`src/rtl/y86_instr_encoder.sv`:
```
// Serialises one decoded Y86-64 instruction into the byte layout the fetch stage
// decodes, writing one byte per clock to an instruction-memory write port.
module y86_instr_encoder #(
    parameter int MEM_SIZE = 1024,
    parameter int ADDR_W   = 64
) (
    input  logic              clk,
    input  logic              rst,
    input  logic              in_valid,
    output logic              in_ready,
    input  logic [3:0]        icode,
    input  logic [3:0]        ifun,
    input  logic [3:0]        rA,
    input  logic [3:0]        rB,
    input  logic [63:0]       valC,
    input  logic [ADDR_W-1:0] addr,
    output logic              mem_we,
    output logic [ADDR_W-1:0] mem_addr,
    output logic [7:0]        mem_wdata,
    output logic              done,
    output logic [ADDR_W-1:0] next_addr,
    output logic              err_inst,
    output logic              err_mem
);

    typedef enum logic {IDLE, EMIT} state_t;

    localparam logic [ADDR_W:0] MEM_LIMIT = (ADDR_W+1)'(MEM_SIZE);

    state_t state, state_nxt;

    logic [3:0]        icode_q, ifun_q, ra_q, rb_q;
    logic [63:0]       valc_q;
    logic [ADDR_W-1:0] base_q;
    logic [3:0]        len_q;
    logic [3:0]        cnt_q, cnt_d;

    logic              accept;
    logic [3:0]        len_in;
    logic [ADDR_W:0]   end_ext;
    logic              fault_inst, fault_mem;

    logic              we_d, done_d, ei_d, em_d;
    logic [ADDR_W-1:0] addr_d, naddr_d;
    logic [7:0]        wdata_d;

    function automatic logic [3:0] len_of(input logic [3:0] ic);
        case (ic)
            4'h0, 4'h1, 4'h9:       len_of = 4'd1;
            4'h2, 4'h6, 4'hA, 4'hB: len_of = 4'd2;
            4'h3, 4'h4, 4'h5:       len_of = 4'd10;
            4'h7, 4'h8:             len_of = 4'd9;
            default:                len_of = 4'd1;
        endcase
    endfunction

    // k is the byte index within the instruction; valC goes out MSB first.
    function automatic logic [7:0] byte_at(input logic [3:0] ic, input logic [3:0] fn,
                                           input logic [3:0] ra, input logic [3:0] rb,
                                           input logic [63:0] vc, input logic [3:0] k);
        logic       jump;
        logic [3:0] ra_f, rb_f;
        logic [2:0] p;
        jump = (ic == 4'h7) || (ic == 4'h8);
        ra_f = (ic == 4'h3) ? 4'hF : ra;
        rb_f = ((ic == 4'hA) || (ic == 4'hB)) ? 4'hF : rb;
        p    = 3'(jump ? (4'd8 - k) : (4'd9 - k));
        if (k == 4'd0)
            byte_at = {ic, fn};
        else if ((k == 4'd1) && !jump)
            byte_at = {ra_f, rb_f};
        else
            byte_at = vc[{p, 3'b000} +: 8];
    endfunction

    assign in_ready   = (state == IDLE) && !rst;
    assign accept     = in_valid && in_ready;
    assign len_in     = len_of(icode);
    assign end_ext    = {1'b0, addr} + {{(ADDR_W-3){1'b0}}, len_in};
    assign fault_inst = icode > 4'hB;
    assign fault_mem  = end_ext > MEM_LIMIT;

    always_ff @(posedge clk) begin
        if (rst)
            state <= IDLE;
        else
            state <= state_nxt;
    end

    always_comb begin
        state_nxt = state;
        case (state)
            IDLE:    if (accept && !fault_inst && !fault_mem) state_nxt = EMIT;
            EMIT:    if (cnt_q == len_q) state_nxt = IDLE;
            default: state_nxt = IDLE;
        endcase
    end

    // Outputs are registered one cycle ahead: the accept edge already launches byte 0.
    always_comb begin
        we_d    = 1'b0;
        done_d  = 1'b0;
        ei_d    = 1'b0;
        em_d    = 1'b0;
        addr_d  = mem_addr;
        wdata_d = mem_wdata;
        naddr_d = next_addr;
        cnt_d   = cnt_q;
        case (state)
            IDLE: begin
                if (accept) begin
                    if (fault_inst) begin
                        ei_d = 1'b1;
                    end else if (fault_mem) begin
                        em_d = 1'b1;
                    end else begin
                        we_d    = 1'b1;
                        addr_d  = addr;
                        wdata_d = {icode, ifun};
                        cnt_d   = 4'd1;
                        if (len_in == 4'd1) begin
                            done_d  = 1'b1;
                            naddr_d = addr + {{(ADDR_W-4){1'b0}}, len_in};
                        end
                    end
                end
            end
            EMIT: begin
                if (cnt_q != len_q) begin
                    we_d    = 1'b1;
                    addr_d  = base_q + {{(ADDR_W-4){1'b0}}, cnt_q};
                    wdata_d = byte_at(icode_q, ifun_q, ra_q, rb_q, valc_q, cnt_q);
                    cnt_d   = cnt_q + 4'd1;
                    if ((cnt_q + 4'd1) == len_q) begin
                        done_d  = 1'b1;
                        naddr_d = base_q + {{(ADDR_W-4){1'b0}}, len_q};
                    end
                end
            end
            default: ;
        endcase
    end

    always_ff @(posedge clk) begin
        if (rst) begin
            mem_we    <= 1'b0;
            mem_addr  <= '0;
            mem_wdata <= '0;
            done      <= 1'b0;
            next_addr <= '0;
            err_inst  <= 1'b0;
            err_mem   <= 1'b0;
            cnt_q     <= '0;
        end else begin
            mem_we    <= we_d;
            mem_addr  <= addr_d;
            mem_wdata <= wdata_d;
            done      <= done_d;
            next_addr <= naddr_d;
            err_inst  <= ei_d;
            err_mem   <= em_d;
            cnt_q     <= cnt_d;
        end
    end

    always_ff @(posedge clk) begin
        if (accept) begin
            icode_q <= icode;
            ifun_q  <= ifun;
            ra_q    <= rA;
            rb_q    <= rB;
            valc_q  <= valC;
            base_q  <= addr;
            len_q   <= len_in;
        end
    end

endmodule

```
`config.mk`:
```
export PLATFORM = sky130hd
export DESIGN_NAME = y86_instr_encoder
export DESIGN_NICKNAME = d
export VERILOG_FILES = /design/src/rtl/y86_instr_encoder.sv
export SDC_FILE = /design/constraint.sdc
export NUM_CORES = 1
export LEC_CHECK = 0
export CAP_MARGIN = 15
export CORE_MARGIN = 5
export CORE_UTILIZATION = 40
export DETAILED_ROUTE_END_ITERATION = 8
export HOLD_SLACK_MARGIN = 0.06
export PLACE_DENSITY = 0.62
export SETUP_SLACK_MARGIN = 0.02
export SYNTH_ARGS = -nofsm -noshare
export SYNTH_HDL_FRONTEND = slang
export SYNTH_SLANG_ARGS = --single-unit
```
`constraint.sdc`:
```
create_clock -name clk -period 8.6 [get_ports clk]
set_input_delay 0.86 -clock clk [delete_from_list [all_inputs] [get_ports clk]]
set_output_delay 0.86 -clock clk [all_outputs]
set_load 0.005 [all_outputs]
```
==> metrics <==
WL per Instance 24.1 um; Worst Path Arrival 7.20 ns; final hold vios 0; R2R depth 11; First DRT Iteration DRCs 1493; WHS Path Cells 2; maxcap violations 0; CP peak stage delay 0.93 ns; critical path endpoint category flop; largest net degree at the start of global routing 186; syn nets 2043; flop2flop setup slack 4.25 ns; crit path max fanout 39; Post-synth EDFFs 147; Synth Instances 1879; setup TNS 0 ns; worst hold path class flop to flop; Setup Buffers After CTS 0; drt via density 5.83; Top Family by Delay on Critical Path simple AND/OR/NAND/NOR gates; status finished clean; vias in the first global route 15100; Synth area leaders edfxtp_1, dfxtp_1, nand2_1; main combinational cell family by area after synthesis simple AND/OR/NAND/NOR gates; most common cell after layout, fill and taps aside nand2_1; Leakage 6.49 nW; drt pass-1 iters 6; TritonCTS Buffers 35; register area share after synthesis 43.7%; port bufs 287; xor-xnor portion of the synthesized cell area 9.20%; post-DP HPWL 47.6 mm; initial antenna violation count 2; area grow syn2layout 25.2%; hold path startpoint mem_addr[40]$_SDFFE_PP0P_; R2R Path Start cnt_q[0]$_SDFFE_PP0P_; synthesized area per cell 8.92 um^2; worst clock skew 0.0211 ns; clock latency on the worst-skew pair 0.55 ns; Ys Warns 0; post-synth top area share 26.3%; Slowest cell on crit path a2111oi_4; fin crit period 6.72 ns; clock tree buffer depth 3; mux share of post-synthesis cell area 4.29%; post-synthesis adder-cell area fraction 1.40%; CTS Sinks 292; unrepaired setup endpoints after global routing no; H-tree depth 2; GP Congestion 0.998; Post-synth ARST share 0%; IO Pins 288; CTS resizes 0; Worst Path Required 9.08 ns; Synth area leader edfxtp_1; CTS Hold Bufs 0; die extent in y 215 um; GR Util All Layers 26.7%; Crit Path Class input port to flop; via count 15300; power density over the cells 157 nW/um^2; nets 2231; final-report max-slew violation count 0; first-pass GRT wire length 95.8 mm; Synth Area in Simple Gates 22.7%; num rows 75; CTS root buf clkbuf_16; Slew HR 26.6%; critical path cell sequence clkdlybuf4s50_1 -> mux2_2 -> inv_1 -> ha_1 -> inv_1 -> fa_1 -> nand3b_4 -> a2111oi_4 -> mux2_2 -> o32a_1 -> or4_1 -> nor4b_2 -> nand4_1 -> o41a_2 -> nor2_2 -> buf_4 -> mux2i_1; most frequent cells in the layout nand2_1, clkdlybuf4s50_1, edfxtp_1; Primary FF master, synth edfxtp_1; Compound-Gate Fraction of Synth Area 14.3%; reg2reg end mem_addr[55]$_SDFFE_PP0P_; Startpoint Class input port; Die Span X 215 um; gr ovfl total 0; synthesized area 16800 um^2; hold endpoint mem_addr[40]$_SDFFE_PP0P_; die area 46100 um^2; CP bufs+invs 4; initial core utilization 40.2%; Reg clk slew, reported paths 0.06 ns; count of state elements after synthesis 292; final setup fails 0; final core utilization 50.4%; Netlist cell types 77; maximum clock rate 149 MHz; core footprint 41700 um^2; worst slew pin tran 1.09 ns; CTS tree built; post-route ant nets 0; share of cells above drive strength 1 5.92%; WL final 63.5 mm; VDD IR max 0.000165 V; DRC errors left 0; Final period util 78.2%
-- final cells by class --
cell class | count | area [um^2]
Multi-Input combinational cell | 1408 | 8750
Clock buffer | 49 | 1020
Clock inverter | 15 | 100
Antenna cell | 1 | 2.50
Sequential cell | 292 | 7320
Fill cell | 3977 | 20700
Timing Repair Buffer | 304 | 3010
Tap cell | 539 | 674
Inverter | 26 | 103
-- stage by stage --
step | total power, W | instances | hold WS [ns] | cell area, um^2 | worst slack, ns
6_report | 0.00330 | 2634 | 0.449 | 21000 | 1.88
5_1_grt | 0.00340 | 2633 | 0.467 | 21000 | 1.64
4_1_cts | 0.00332 | 2633 | 0.454 | 21000 | 1.99
3_5_place_dp | 0.00186 | 2569 | 0.441 | 19900 | 1.43
3_3_place_gp | 0.00186 | 2569 | 0.439 | 19900 | 1.60
2_1_floorplan | 0.00170 | 1879 | 0.445 | 16800 | 2.89
-- worst max-delay path by stage --
stage               startpoint                    endpoint  depth (start not counted)
floorplan                  rst  next_addr[45]$_SDFFE_PP0P_                          9
global placement      icode[2]  next_addr[45]$_SDFFE_PP0P_                         17
detailed placement    icode[1]  next_addr[20]$_SDFFE_PP0P_                         18
CTS                   icode[1]  next_addr[20]$_SDFFE_PP0P_                         18
global route          icode[1]  next_addr[62]$_SDFFE_PP0P_                         18
finish                icode[2]  next_addr[25]$_SDFFE_PP0P_                         17
-- tightest hold or removal path, cell delays in order, from the launching register on --
cell and delay (ns):
dfxtp_1 0.30, nand2_1 0.05, a21oi_1 0.05
-- synth_stat cells, types with 4 or more instances --
cell type	number
nand3_1	93
nor3_1	56
ha_1	14
a31oi_1	6
or2_2	6
or3_1	29
nor4_1	22
o211ai_1	63
and4_1	11
nand4_1	80
o21ai_1	6
o21ai_0	88
clkbuf_1	109
o2111ai_1	13
nand2b_1	8
o311a_1	4
a21oi_1	137
xor2_1	78
and2_1	10
mux2_2	6
or4_1	15
inv_1	25
mux4_2	16
mux2i_1	29
a211oi_1	20
edfxtp_1	147
a311oi_1	4
a21o_1	6
nand2_1	287
buf_2	28
dfxtp_1	145
nor2_1	126
buf_1	8
xnor2_1	98
a211o_1	9
clkbuf_2	4
nor2b_1	5
and3_1	8
-- sequential cells by signal, indices dropped and copies added (netlist names), 3 cells and up --
name and count:
len_q 3, icode_q 4, base_q 64, mem_addr 64, ra_q 4, rb_q 4, valc_q 64, ifun_q 4
next_addr 64, mem_wdata 8, cnt_q 4
-- power breakdown --
part           total (W)  switching (W)  leakage, nW  internal (W)
logic           0.000309       0.000185         3.39      0.000124
registers        0.00153      0.0000286         2.55       0.00150
clock network    0.00146       0.000620        0.545      0.000839
-- metal layers --
layer / track usage [%] / wire [um]
met5: 0 / 25
met4: 9.08 / 2200
met3: 7.24 / 5470
met2: 41.4 / 28100
met1: 36.2 / 27700
-- cells by family (layout without fill, tap and decap cells) --
| logic type | Yosys count | in the layout |
|---|---|---|
| muxes | 51 | 51 |
| adders and majority gates | 17 | 17 |
| buffers and inverters | 179 | 394 |
| and+or+nand+nor | 779 | 779 |
| AOI/OAI and AO/OA | 385 | 385 |
| DFF | 292 | 292 |
| other | 0 | 1 |
| xor gates and xnor gates | 176 | 176 |
No activity file was read; power rests on OpenSTA's default activity.
